$ cat src/rtl/count_prog_pkg.sv
// Shared types for the programmable counter: operating modes and one-shot FSM states.
package count_prog_pkg;

    localparam int unsigned MODE_W  = 2;
    localparam int unsigned STATE_W = 2;

    typedef enum logic [MODE_W-1:0] {
        WRAP    = 2'd0,
        SAT     = 2'd1,
        ONESHOT = 2'd2
    } mode_t;

    typedef enum logic [STATE_W-1:0] {
        IDLE = 2'd0,
        RUN  = 2'd1,
        DONE = 2'd2
    } state_t;

endpackage

$ cat src/rtl/count_prog_step_unit.sv
// Combinational next-count calculator: wrap or saturate at 0..MAX_VAL, with
// one spare bit of headroom so sums and differences never truncate.
module count_step_unit
    import count_prog_pkg::*;
#(
    parameter int unsigned WIDTH   = 8,
    parameter int unsigned MAX_VAL = 2**WIDTH - 1,
    parameter int unsigned STEP_W  = 4
) (
    input  logic [WIDTH-1:0]  count,
    input  logic [STEP_W-1:0] step,
    input  logic              dir,
    input  logic [1:0]        mode,
    output logic [WIDTH-1:0]  next_c,
    output logic              flow_c,
    output logic              reach_c,
    output logic              bound_c
);

    localparam int unsigned XW = WIDTH + 1;

    logic [XW-1:0] cnt_x;
    logic [XW-1:0] stp_x;
    logic [XW-1:0] max_x;
    logic [XW-1:0] sum_x;
    logic [XW-1:0] nxt_x;
    logic [XW-1:0] lim_x;
    logic          over;
    logic          under;
    logic          sat;

    // Next value, overflow/underflow flag and bound detection.
    always_comb begin
        cnt_x = XW'(count);
        stp_x = XW'(step);
        max_x = XW'(MAX_VAL);
        sum_x = cnt_x + stp_x;
        over  = (sum_x > max_x);
        under = (stp_x > cnt_x);
        sat   = (mode == 2'(SAT)) || (mode == 2'(ONESHOT));
        nxt_x = cnt_x;
        lim_x = '0;
        if (dir) begin
            lim_x  = max_x;
            flow_c = over;
            if (!over)
                nxt_x = sum_x;
            else if (sat)
                nxt_x = max_x;
            else
                nxt_x = sum_x - max_x - XW'(1);
        end else begin
            flow_c = under;
            if (!under)
                nxt_x = cnt_x - stp_x;
            else if (sat)
                nxt_x = '0;
            else
                nxt_x = cnt_x + max_x + XW'(1) - stp_x;
        end
        next_c  = WIDTH'(nxt_x);
        // Landing on the bound counts as reaching it only if the count moved.
        bound_c = (nxt_x == lim_x) && (step != '0);
        reach_c = bound_c && (nxt_x != cnt_x);
    end

endmodule

$ cat src/rtl/count_prog.sv
// Programmable up/down counter with wrap, saturate and one-shot modes.
module count_prog
    import count_prog_pkg::*;
#(
    parameter int unsigned WIDTH   = 8,
    parameter int unsigned MAX_VAL = 2**WIDTH - 1,
    parameter int unsigned STEP_W  = 4
) (
    input  logic              clk,
    input  logic              rst,
    input  logic              en,
    input  logic              load,
    input  logic [WIDTH-1:0]  load_val,
    input  logic              dir,
    input  logic [STEP_W-1:0] step,
    input  logic [1:0]        mode,
    input  logic              start,
    output logic [WIDTH-1:0]  count,
    output logic              tc,
    output logic              wrapped,
    output logic              busy
);

    // Every step value must fit one range period, and the range must fit the register.
    if (!(((2**STEP_W) - 1 <= MAX_VAL + 1) && (MAX_VAL <= (2**WIDTH) - 1))) begin : g_bad_params
        $error("count_prog: illegal WIDTH/MAX_VAL/STEP_W combination");
    end

    localparam logic [WIDTH-1:0] MAX_W = WIDTH'(MAX_VAL);

    state_t           state_q;
    state_t           state_d;
    mode_t            mode_m;
    logic [WIDTH-1:0] next_c;
    logic             flow_c;
    logic             reach_c;
    logic             bound_c;
    logic [WIDTH-1:0] load_c;
    logic [WIDTH-1:0] count_d;
    logic             tc_d;
    logic             wrapped_d;
    logic             busy_d;

    assign mode_m = mode_t'(mode);
    assign load_c = (load_val > MAX_W) ? MAX_W : load_val;

    count_step_unit #(
        .WIDTH   (WIDTH),
        .MAX_VAL (MAX_VAL),
        .STEP_W  (STEP_W)
    ) u_step (
        .count   (count),
        .step    (step),
        .dir     (dir),
        .mode    (mode),
        .next_c  (next_c),
        .flow_c  (flow_c),
        .reach_c (reach_c),
        .bound_c (bound_c)
    );

    // One-shot FSM state register.
    always_ff @(posedge clk) begin
        if (rst)
            state_q <= IDLE;
        else
            state_q <= state_d;
    end

    // One-shot next state; load or any non-one-shot mode parks the FSM in IDLE.
    always_comb begin
        state_d = state_q;
        if (load || (mode_m != ONESHOT)) begin
            state_d = IDLE;
        end else begin
            case (state_q)
                IDLE:    if (start) state_d = RUN;
                RUN:     if (en && bound_c) state_d = DONE;
                DONE:    if (start) state_d = RUN;
                default: state_d = IDLE;
            endcase
        end
    end

    // Next values of the registered outputs.
    always_comb begin
        count_d   = count;
        tc_d      = 1'b0;
        wrapped_d = wrapped;
        busy_d    = (state_d == RUN);
        if (load) begin
            count_d   = load_c;
            wrapped_d = 1'b0;
        end else begin
            case (mode_m)
                SAT: begin
                    if (en) begin
                        count_d = next_c;
                        tc_d    = reach_c;
                        if (flow_c) wrapped_d = 1'b1;
                    end
                end
                ONESHOT: begin
                    if (state_q == RUN) begin
                        if (en) begin
                            count_d = next_c;
                            tc_d    = reach_c;
                            if (flow_c) wrapped_d = 1'b1;
                        end
                    end else if ((state_q == DONE) && start) begin
                        count_d = dir ? '0 : MAX_W;
                    end
                end
                default: begin
                    if (en) begin
                        count_d = next_c;
                        if (flow_c) begin
                            tc_d      = 1'b1;
                            wrapped_d = 1'b1;
                        end
                    end
                end
            endcase
        end
    end

    // Output registers.
    always_ff @(posedge clk) begin
        if (rst) begin
            count   <= '0;
            tc      <= 1'b0;
            wrapped <= 1'b0;
            busy    <= 1'b0;
        end else begin
            count   <= count_d;
            tc      <= tc_d;
            wrapped <= wrapped_d;
            busy    <= busy_d;
        end
    end

endmodule

$ cat config.mk
export PLATFORM = sky130hd
export DESIGN_NAME = count_prog
export DESIGN_NICKNAME = d
export VERILOG_FILES = /design/src/rtl/count_prog_pkg.sv /design/src/rtl/count_prog_step_unit.sv /design/src/rtl/count_prog.sv
export SDC_FILE = /design/constraint.sdc
export NUM_CORES = 1
export LEC_CHECK = 0
export CORE_MARGIN = 3
export CORE_UTILIZATION = 45
export DETAILED_ROUTE_END_ITERATION = 8
export DONT_BUFFER_PORTS = 1
export SLEW_MARGIN = 10
export SYNTH_ARGS = -nofsm -noshare
export SYNTH_HDL_FRONTEND = slang
export SYNTH_SLANG_ARGS = --single-unit
$ cat constraint.sdc
create_clock -name clk -period 5.3 [get_ports clk]
set_input_delay 0.795 -clock clk [delete_from_list [all_inputs] [get_ports clk]]
set_output_delay 0.795 -clock clk [all_outputs]
set_load 0.005 [all_outputs]
* Word level (Yosys, flattened, before mapping)
Index checks and enable logic that the tools add are counted.
Operators by class: reduce and logical (&&, ||, !) cells 10, eq/ne operators 10, $add $sub $neg 7, order comparisons 3, muxes and demuxes 27
Operators with widths (number):
- $mux W8 | 8
- $mux W9 | 5
- $add A8 B4 Y9 | 1
- $add A8 B8 Y9 const B | 1
- $add A9 B1 Y9 const B | 1
- $eq A9 B8 Y1 | 1
- $gt A9 B8 Y1 const B | 1
- $mux W1 | 9
- $ne A9 B8 Y1 | 1
- $sub A8 B4 Y9 | 1
- $sub A9 B1 Y9 const B | 1
- $sub A9 B4 Y9 | 1
- $sub A9 B8 Y9 const B | 1
- $gt A4 B8 Y1 | 1
- $gt A8 B8 Y1 const B | 1
- $eq A2 B1 Y1 const B | 3
- $mux W2 | 3
- $eq A2 B2 Y1 const B | 2
- $logic_and A1 B1 Y1 | 4
- $ne A2 B2 Y1 const B | 2
- $ne A4 B4 Y1 const B | 1
- $pmux W2 S2 | 1
- $reduce_bool A4 Y1 | 1
- $reduce_or A2 Y1 | 2
- other kinds (3) | 4
Word-level totals: bits in registers 13, output and inout port bits 11

* Logic depth before layout (Yosys ltp)
Gate-level depths: netlist of run 1.
depth after elaboration 13, depth in mapped cells 12

* By module
A second synthesis of run 1 with hierarchy kept.
Second synthesis, totals: cells, all modules 240, area total of the unflattened synthesis 1808.0 um^2
Modules (own cells, without submodules):
- count_step_unit | cells an instance 154, area each 1072.3 um^2, instances 1
- count_prog | cells an instance 86, area each 735.7 um^2, instances 1

* Worst setup path before layout of run 1
No wires, ideal clock.
path type in2reg, start input step[0], end register state_q[1], data required time 5.230 ns, stages 9, buffers on the path 0, data arrival time 3.239 ns, setup slack 1.991 ns, setup time 0.070 ns, cell sequence ha_1 > inv_1 > fa_1 > xor2_1 > or4b_2 > o31a_1 > o311a_1 > or3_1 > a21oi_1
Between the ends: word-level cells in the longest chain between the ends 12, elaborated cells between the ends (all ways) 19, classes of those cells add/sub: 5; order compare: 2; eq/ne: 1; mux: 8; reduce/logical: 3
RTL lines:
- start, declared | line count_prog.sv:15 | input logic [STEP_W-1:0] step,
- $add A8 B4 Y9 | line count_prog_step_unit.sv:37 | sum_x = cnt_x + stp_x;
- $sub A9 B8 Y9 | line count_prog_step_unit.sv:51 | nxt_x = sum_x - max_x - XW'(1);
- $sub A9 B1 Y9 | line count_prog_step_unit.sv:51
- $mux W9 | line count_prog_step_unit.sv:48 | else if (sat)
- $mux W9 | line count_prog_step_unit.sv:46 | if (!over)
- $mux W9 | line count_prog_step_unit.sv:43 | if (dir) begin
- $eq A9 B8 Y1 | line count_prog_step_unit.sv:63 | bound_c = (nxt_x == lim_x) && (step != '0);
- $logic_and A1 B1 Y1 * | line count_prog_step_unit.sv:63
- $logic_and A1 B1 Y1 * | line count_prog.sv:78 | RUN: if (en && bound_c) state_d = DONE;
- $mux W2 * | line count_prog.sv:78
- $pmux W2 S2 * | line count_prog.sv:76 | case (state_q)
- $mux W2 * | line count_prog.sv:73 | if (load || (mode_m != ONESHOT)) begin
- end signal, assigned | line count_prog.sv:67 | state_q <= state_d;
- end, declared | line count_prog.sv:31 | state_t state_q;
Mark *: on every way between the ends. The rest lies on a longest branch, timed or not. A chain may end at the register's enable or synchronous reset.

* Worst setup path in the final report of run 1
Same ends and word-level chain as after synthesis.

==> impl_results.md, run 1 <==
* PwrDens at 206 nW/um^2
* Drt pass-1 iters at 4
* Max-slew violation count at 0
* FF-to-FF path depth at 10
* DP Worst Slack at about 1800 ps
* PortBufs at 0
* Hpwl dp at 3.46 mm
* Kind of critical path: input port to flop
* Post-layout min period at 3200 ps
* DRT iter0 DRCs at 124
* Status: finished clean
* Synth Instances at between 200 and 250
* M1 wire length at about 1.8 mm
* GP Congestion at 0.872
* Clock slew at reported path FFs at 80 ps
* Crit path DAT at 3420 ps
* I/O Pins at 31
* Top layer used by detailed routing: met4
* Die Height at 64.2 um
* Synth cell types at 52
* Slew HR at a little over a third
* CTS HTree Levels at 1
* Total grt overflow at 0
* Max VDD drop at 0.144 mV
* Asr flop ratio synth at 0%
* Synth Register Bits at 13
* Setup bufs post-CTS at 0
* DR WL met2 at 2.19 mm
* Synth warn at 0
* RSZ-0062 raised after global routing: false
* DIE AREA at 4120 um^2
* Fin area at 1560 um^2
* Setup TNS at 0 ps
* DRC Markers at 0
* WL met3 at about 280 um
* Area Overhead vs Synth at 2.38%
* Syn avg cell area at ~7.3 um^2
* Longest Clk Path Bufs at 2
* FMAX at ~310 MHz
* Area post-placement at 1530 um^2
* EDFF count, synth at 0
* Post-Syn Area at approximately 1500 um^2
* Critical Path End Type: flop
* Placed insts at 244
* Clock latency on the worst-skew pair at around 280 ps
* Worst Setup Start Kind: input port
* Final period util at just over 60%
* Worst Max-Slew Pin Slew at 956 ps
* Post-synth top area cell: dfxtp_1
* Clock sink count at 13
* Syn_nets at ~240
* Hold depth at 2
* Num rows at 20
* Setup Viol. Count Final at 0
* Critical Path Fanout Max at 4
* Post-route ant nets at 0
* Max Cap Viol at 0
* DRT Wirelength at 4.32 mm
* Yosys top cell area share at 17.1%
* Layout Cells excl Fill at approximately 250
* Largest net degree at the start of global routing at 22
* Hold Path Class: flop to flop
* Hold WS at 539 ps
* NumNets Final at about 240
* Root buf cell: clkbuf_4
* Post-layout worst setup margin at 2100 ps
* Vias in the first global route at ~1500
* CTS-repair resized insts at 0
* Leakage at 0.000606 uW
* Die X at 64.2 um
* Number of clock buffers inserted by TritonCTS at 3
* Top FF cell, synth: dfxtp_1
* Initial Util at 48.3%
* Register area at 260 um^2
* Total GRT Usage at 21.5%
* TritonCTS clock tree: built
* Worst Path Required at 5510 ps
* Seq/Total Area, Yosys at 17.1%
* Via count at roughly 1600
* # fillers at 353
* Hold_buf cts at 0
* Initial antenna violation count at 0
* Routed WL per cell at 17.4 um
* Core Box Area at 3150 um^2
* Setup Skew at 7.48 ps
* Via density at 6.50
* Final hold viol count at 0
* Largest cells by area after synthesis: dfxtp_1 (17%), ha_1 (8.2%), a21oi_1 (6.2%)
* Share of cells above drive strength 1 at 6.86%
* Multi-input gate area at 1170 um^2
* First-pass GRT wire length at a little over 7 mm
* ANT cells at 0
==> cells in the mapped netlist, types with 4 or more instances <==
library cell and n:
nand2b_1 5, a21oi_1 19, clkbuf_1 8, nand3_1 7
xnor2_1 6, and3_1 4, o31ai_1 4, nor2_1 20
xor2_1 4, nor2b_1 7, dfxtp_1 13, inv_1 13
nand2_1 9, o21ai_0 14, a211oi_1 4, ha_1 10
nor3_1 13
==> path summary, 6_finish.rpt <==
check | from | endpoint | slack [ps]
worst min register to register | state_q[1] | state_q[1] | 540
worst max register to register | count[0] | state_q[1] | 2100
worst min-delay path | state_q[1] | state_q[1] | 540
worst max-delay path | step[0] | state_q[1] | 2100
==> cell families (layout without fill, tap and decap cells) <==
kind of cell	count (synthesis)	after routing	share of synthesized area, %
buffers and inverters	23	17	6.24
DFF	13	13	17.1
AOI/OAI and AO/OA	67	67	29.1
xor gates and xnor gates	10	10	5.75
adders and majority gates	12	12	10.8
and+or+nand+nor	82	82	28.9
muxes	3	3	2.13
==> routing by layer <==
layer	GRT usage (%)	vias to the layer above
met5	0	-
met4	8.97	0
met3	2.81	9
met2	37.4	58
met1	26.4	779
li1	-	765
==> registers in the layout, summed over array words and instances, names as in the netlist <==
signal / flops
count: 8
state_q: 2
wrapped: 1
busy: 1
tc: 1
==> critical path, stage by stage <==
cell and delay [ps]:
ha_1 150, inv_1 50, fa_1 430, xor2_1 160, or4b_2 600, o31a_1 320, o311a_1 380, or3_1 370
a21oi_1 170
==> area by class of cell <==
| class | instances | area share, % |
|---|---|---|
| clock inverters | 1 | 0.321 |
| flip-flops and latches | 13 | 16.7 |
| well taps | 44 | 3.53 |
| inverters | 13 | 3.13 |
| multi-input cells | 174 | 74.9 |
| clock buffers | 3 | 1.44 |
==> layout by cell type (no fill, tap or decap), types with 5 or more instances in the layout <==
cell type	instances
nor2_1	20
a21oi_1	19
o21ai_0	14
inv_1	13
nor3_1	13
dfxtp_1	13
ha_1	10
nand2_1	9
nor2b_1	7
nand3_1	7
xnor2_1	6
nand2b_1	5
==> metrics by stage <==
stage | util (%) | power (uW)
CTS | 49.5 | 325
detailed placement | 48.6 | 262
finish | 49.5 | 322
global route | 49.5 | 347
global placement | 48.6 | 260
floorplan | - | 237
==> power breakdown <==
part           internal, uW  switching, uW
Combinational          63.6           75.8
Sequential              104           17.5
Clock                  28.0           33.5
Total                   195            127
(Power assumes the default switching activity.)
==> run 2: changes to the inputs <==
clock period = 3.16 ns   (was 5.3 ns; I/O delays follow)
==> run 2 against run 1 <==
Utilization increased by 1.9 points. Flip-flop and latch count unchanged. Cell count is 3.2% higher. Design area increased by 3.9%. Critical path depth up 1. Setup slack got worse by 1900 ps. Hold slack got worse by 290 ps. Die area did not move. Combinational power rose by 91%. Power grew 73%. Sequential share of layout area decreased by 0.63 points. Register-to-register slack worse by 1900 ps. Critical endpoint unchanged. Highest routed layer unchanged.
==> impl_results.md, run 2 (synthesis results as in run 1) <==
* Via count at 1580 (-1.9%)
* NumNets Final at 245 (+3.4%)
* DRC Markers at 0 (unchanged)
* Finished Core Util at 51.4% (+1.9 points)
* CTS HTree Levels at 1 (unchanged)
* I/O Pins at 31 (unchanged)
* Kind of critical path: flop to flop
* Final period util at 95.0%
* Crit path DAT at 3220 ps (-200 ps)
* Reg2Reg Launch Point: count[0]
* Leakage at 0.000643 uW (+6.1%)
* WL met3 at 226 um (-18%)
* Hold_buf cts at 0 (unchanged)
* M1 wire length at 1.89 mm (+7.1%)
* Final hold viol count at 0 (unchanged)
* Stages on the worst setup path at 10 (+1)
* PortBufs at 0 (unchanged)
* Share of cells above drive strength 1 at 10.4% (+3.5 points)
* Number of clock buffers inserted by TritonCTS at 3 (unchanged)
* Sequential share of power at 33.8% (-3.8 points)
* Internal power at 342 uW (+75%)
* Worst Max-Slew Pin Slew at 763 ps (-193 ps)
* Post-layout min period at ~3000 ps
* Area post-placement at 1590 um^2 (+3.9%)
* Setup TNS at 0 ps (unchanged)
* CP Buf/Inv Count at 2 (+1)
* ANT cells at 0 (unchanged)
* DIE AREA at 4120 um^2 (unchanged)
* Crit path to: state_q[1]
* CTS-repair resized insts at 0 (unchanged)
* Num rows at 20 (unchanged)
* Core Box Area at 3150 um^2 (unchanged)
* Multi-input gate area at 1170 um^2 (+0.21%)
* Slew HR at 48.5% (+13 points)
* Top layer used by detailed routing: met4
* Most common cell after layout, fill and taps aside: nor2_1
* DRT iter0 DRCs at 114 (-8.1%)
* Post-route ant nets at 0 (unchanged)
* # fillers at 325 (-7.9%)
* Max-slew violation count at 0 (unchanged)
* CP Launch Point: count[0]
* Die Height at 64.2 um (unchanged)
* Area Overhead vs Synth at 6.40%
* Critical Path Fanout Max at 4 (unchanged)
* Slowest CP cell: or4b_2
* Clock latency on the worst-skew pair at 280 ps (about the same)
* FF-to-FF path depth at 10 (unchanged)
* Worst Setup Start Kind: flop
* Fin area at 1620 um^2 (+3.9%)
* DRT Wirelength at 4.35 mm (+0.58%)
* Hpwl dp at 3.50 mm (+0.92%)
* Routed WL per cell at 17.0 um (-2.6%)
* DR WL met2 at 2.16 mm (-1.5%)
* Top Registers: count: 8 flops, state_q: 2 flops
* Largest register FFs at 8 (unchanged)
* Root buf cell: clkbuf_4
* Status: finished clean
* Psw at 215 uW (+69%)
* Total Power at 557 uW (+73%)
* Max Cap Viol at 0 (unchanged)
* Setup Viol. Count Final at 0 (unchanged)
* Most frequent cells in the layout: nor2_1 (20), a21oi_1 (19), o21ai_0 (14)
* Cells along the critical path: inv_1 -> ha_1 -> inv_1 -> fa_2 -> xor2_1 -> or4b_2 -> o31a_1 -> o311a_1 -> or3_1 -> a21oi_1
* FMAX at 333 MHz
* Die X at 64.2 um (unchanged)
* Longest Clk Path Bufs at 2 (unchanged)
* RSZ-0062 raised after global routing: false
* Setup bufs post-CTS at 0 (unchanged)
* Setup Skew at 5.18 ps (-2.30 ps)
* Register area at 260 um^2 (unchanged)
* Most common cell on crit path: inv_1
* Max VDD drop at 0.313 mV (+120%)
* Hold Path Class: input port to flop
* Clock Power Share at 18.5% (-0.6 points)
* Worst Path Required at 3380 ps (-2130 ps)
* TritonCTS clock tree: built
* Reg2Reg Setup Slack at 160 ps (-1940 ps)
* Initial antenna violation count at 0 (unchanged)
* Switch share at 38.6% (-0.77 points)
* Clock slew at reported path FFs at 80 ps (about the same)
* Initial Util at 48.3% (unchanged)
* Top reg by flops: count
* Reg-to-reg endpoint: state_q[1]
* GP Congestion at 0.860 (-1.4%)
* Critical Path End Type: flop
* Total GRT Usage at 22.3% (+0.78 points)
* Via density at 6.17 (-5.0%)
* Vias in the first global route at 1517 (-0.13%)
* Largest net degree at the start of global routing at 22 (unchanged)
* Total grt overflow at 0 (unchanged)
* Clock sink count at 13 (unchanged)
* First-pass GRT wire length at 7.34 mm (+2.5%)
* Delay of the slowest critical-path stage at 610 ps (about the same)
* PwrDens at 343 nW/um^2 (+66%)
* Logic pwr share at 47.7% (+4.4 points)
* Drt pass-1 iters at 4 (unchanged)
* Critical path's top delay family: simple AND/OR/NAND/NOR gates
[run 2: cell type report]
class / count / share of cell area (%)
clock buffer: 4 / 1.62
inverter: 13 / 3.01
multi-input combinational: 174 / 72.2
sequential: 13 / 16.0
tap: 44 / 3.40
timing repair buffer: 8 / 3.70
[run 2: metrics by stage]
| stage | hold slack (ps) | setup WS [ps] | cells |
|---|---|---|---|
| detailed placement | 507 | 46.1 | 252 |
| global placement | 485 | 95.5 | 252 |
| global route | 249 | 67.6 | 256 |
| CTS | 246 | 105 | 256 |
| floorplan | 466 | 172 | 210 |
| finish | 253 | 157 | 256 |
[run 2: worst min-delay path by stage]
stage / startpoint / cells past startpoint / to / slack, ps
6_report: rst / 1 / count[6] / 250
2_1_floorplan: state_q[1] / 2 / state_q[1] / 470
5_1_grt: rst / 1 / count[6] / 250
3_3_place_gp: state_q[1] / 2 / state_q[1] / 480
3_5_place_dp: state_q[1] / 2 / state_q[1] / 510
4_1_cts: rst / 1 / count[6] / 250
[run 2: per-layer routing]
layer  vias to the layer above  GRT usage, %
met2                        61          38.8
met5                         -             0
met4                         0          7.39
met3                        12          2.99
met1                       725          28.0
li1                        782             -
[run 2: power by group through the flow]
stage                     combinational [uW]  clock, uW  sequential, uW
final                                    265        103             188
after CTS                                262        107             188
after global placement                   256          0             192
after detailed placement                 260          0             192
after global routing                     294        113             190
after floorplan                          207          0             191
[run 2: worst reg2reg max path: stages (launching register included)]
cell and delay, ps:
dfxtp_1 310, inv_1 80, ha_1 160, inv_1 60, fa_2 370, xor2_1 150, or4b_2 610, o31a_1 310
o311a_1 390, or3_1 370, a21oi_1 140
==> run 3: changes to the inputs <==
ABC_CLOCK_PERIOD_IN_PS = 3160   (was not set)
CORE_MARGIN = not set   (was 3)
SLEW_MARGIN = 20   (was 10)
==> run 3 against run 2 <==
Count of clock-buffer cells in the layout unchanged. Utilization increased by 0.65 points. Setup slack got worse by 5.7 ps. Global-route usage increased by 3.9 points. First-iteration DRC count decreased by 2.6%.
==> impl_results.md, run 3 (synthesis results as in run 1) <==
* # fillers at 315 (-3.1%)
* Clock slew at reported path FFs at 80 ps (about the same)
* Via density at 6.20 (+0.43%)
* Top reg by flops: count
* Initial antenna violation count at 0 (unchanged)
* CTS HTree Levels at 1 (unchanged)
* Hold Path Class: input port to flop
* Via count at 1593 (+0.82%)
* Setup Skew at 3.76 ps (-1.42 ps)
* Die Height at 60.2 um (-6.2%)
* Share of cells above drive strength 1 at 10.8% (+0.42 points)
* Fin area at 1630 um^2 (+0.46%)
* Worst min-delay path endpoint: count[4]
* Max VDD drop at 0.276 mV (-12%)
* Clock sink count at 13 (unchanged)
* Largest net degree at the start of global routing at 22 (unchanged)
* Area Overhead vs Synth at 6.90%
* Layout Cells excl Fill at 257 (+0.39%)
* Reg-to-reg endpoint: state_q[1]
* Slowest CP cell: or4b_2
* Critical Path End Type: flop
* Largest register FFs at 8 (unchanged)
* Worst Max-Slew Pin Slew at 708 ps (-55.3 ps)
* Area post-placement at 1600 um^2 (+0.47%)
* Status: finished clean
* Root buf cell: clkbuf_4
* Leakage at 0.000647 uW (+0.75%)
* Num rows at 20 (unchanged)
* Setup TNS at 0 ps (unchanged)
* Routed WL per cell at 16.7 um (-1.5%)
* Most common cell after layout, fill and taps aside: nor2_1
* Hold WS at 261 ps (+7.22 ps)
* Cells along the critical path: inv_1 -> ha_1 -> inv_1 -> fa_2 -> or4b_2 -> o31a_1 -> o311a_1 -> or3_1 -> a21oi_1
* Delay of the slowest critical-path stage at 650 ps (+40 ps)
* Setup Viol. Count Final at 0 (unchanged)
* Max-slew violation count at 0 (unchanged)
* Core Box Area at 3130 um^2 (-0.79%)
* NumNets Final at 246 (+0.41%)
* Crit path DAT at 3220 ps (about the same)
* Die X at 60.2 um (-6.2%)
* Most common cell on crit path: inv_1
* Hold_buf cts at 0 (unchanged)
* DRC Markers at 0 (unchanged)
* First-pass GRT wire length at 7.23 mm (-1.5%)
* Max Cap Viol at 0 (unchanged)
* Drt pass-1 iters at 4 (unchanged)
* Top Registers: count: 8 flops, state_q: 2 flops
* Final period util at 95.2% (+0.18 points)
* Reg2Reg Launch Point: count[0]
* Final hold viol count at 0 (unchanged)
* FF-to-FF path depth at 9 (-1)
* Placed insts at 253 (+0.40%)
* Worst Setup Start Kind: flop
* Total GRT Usage at 26.2% (+3.9 points)
* Most frequent cells in the layout: nor2_1 (20), a21oi_1 (19), o21ai_0 (14)
* TritonCTS clock tree: built
* Multi-input gate area at 1170 um^2 (unchanged)
* PwrDens at 343 nW/um^2 (about the same)
* Clock latency on the worst-skew pair at 280 ps (about the same)
* Vias in the first global route at 1529 (+0.79%)
* Critical path's top delay family: simple AND/OR/NAND/NOR gates
* DIE AREA at 3620 um^2 (-12%)
* FMAX at 332 MHz (-0.19%)
* Total grt overflow at 0 (unchanged)
* ANT cells at 0 (unchanged)
* Post-route ant nets at 0 (unchanged)
* Critical Path Fanout Max at 3 (-1)
* Hpwl dp at 3.46 mm (-0.98%)
* PortBufs at 0 (unchanged)
* Initial Util at 48.7% (+0.39 points)
* Hold depth at 1 (unchanged)
* DRT iter0 DRCs at 111 (-2.6%)
* Hold Startpoint: rst
* Longest Clk Path Bufs at 2 (unchanged)
* RSZ-0062 raised after global routing: false
* Kind of critical path: flop to flop
* Post-layout min period at 3010 ps (+5.72 ps)
* I/O Pins at 31 (unchanged)
* Worst Path Required at 3370 ps (about the same)
* DRT Wirelength at 4.30 mm (-1.1%)
* Slew HR at 52.2% (+3.7 points)
* GP Congestion at 0.953 (+11%)
* Reg2Reg Setup Slack at 150 ps (about the same)
* Number of clock buffers inserted by TritonCTS at 3 (unchanged)
* CP Buf/Inv Count at 2 (unchanged)
* Register area at 260 um^2 (unchanged)
* Total Power at 559 uW (+0.37%)
[run 3: cell type report]
class | count | area share (%)
inverters | 13 | 3.00
clock buffers | 4 | 1.61
well taps | 44 | 3.38
repair buffers | 9 | 4.15
flip-flops and latches | 13 | 16.0
multi-input cells | 174 | 71.9
[run 3: worst max-delay path by stage]
stage / cells after the start / start / slack (ps) / end
3_5_place_dp: 9 / step[0] / 30 / state_q[1]
5_1_grt: 9 / count[1] / 40 / state_q[1]
6_report: 9 / count[0] / 150 / state_q[1]
2_1_floorplan: 9 / step[0] / 170 / state_q[1]
3_3_place_gp: 9 / step[0] / 110 / state_q[1]
4_1_cts: 10 / count[0] / 90 / state_q[1]
[run 3: what timing repair did]
| action | 4_1_cts | 5_1_grt |
|---|---|---|
| resized for setup | 0 | 1 |
| endpoints found under the hold margin | 0 | 0 |
| setup endpoints to repair | 0 | 1 |
| buffers inserted | 0 | 0 |
[run 3: metrics by stage]
step	util [%]	setup WS (ps)
after floorplan	-	172
after global placement	51.2	105
after detailed placement	51.2	30.3
after CTS	52.0	89.7
after global routing	52.1	44.4
final	52.1	151
[run 3: power by group]
part           switching (uW)  total [uW]  leakage [uW]  internal, uW
clock network            53.5         102     0.0000150          48.9
registers                13.6         188      0.000107           174
logic                     148         269      0.000525           121
total                     215         559      0.000647           344
[run 3: metal layers]
layer	wire length, um	GRT usage [%]	up-vias
met5	0	0	-
met4	87	9.63	0
met3	308	2.81	12
met2	2090	44.4	73
met1	1820	33.7	729
li1	-	-	779
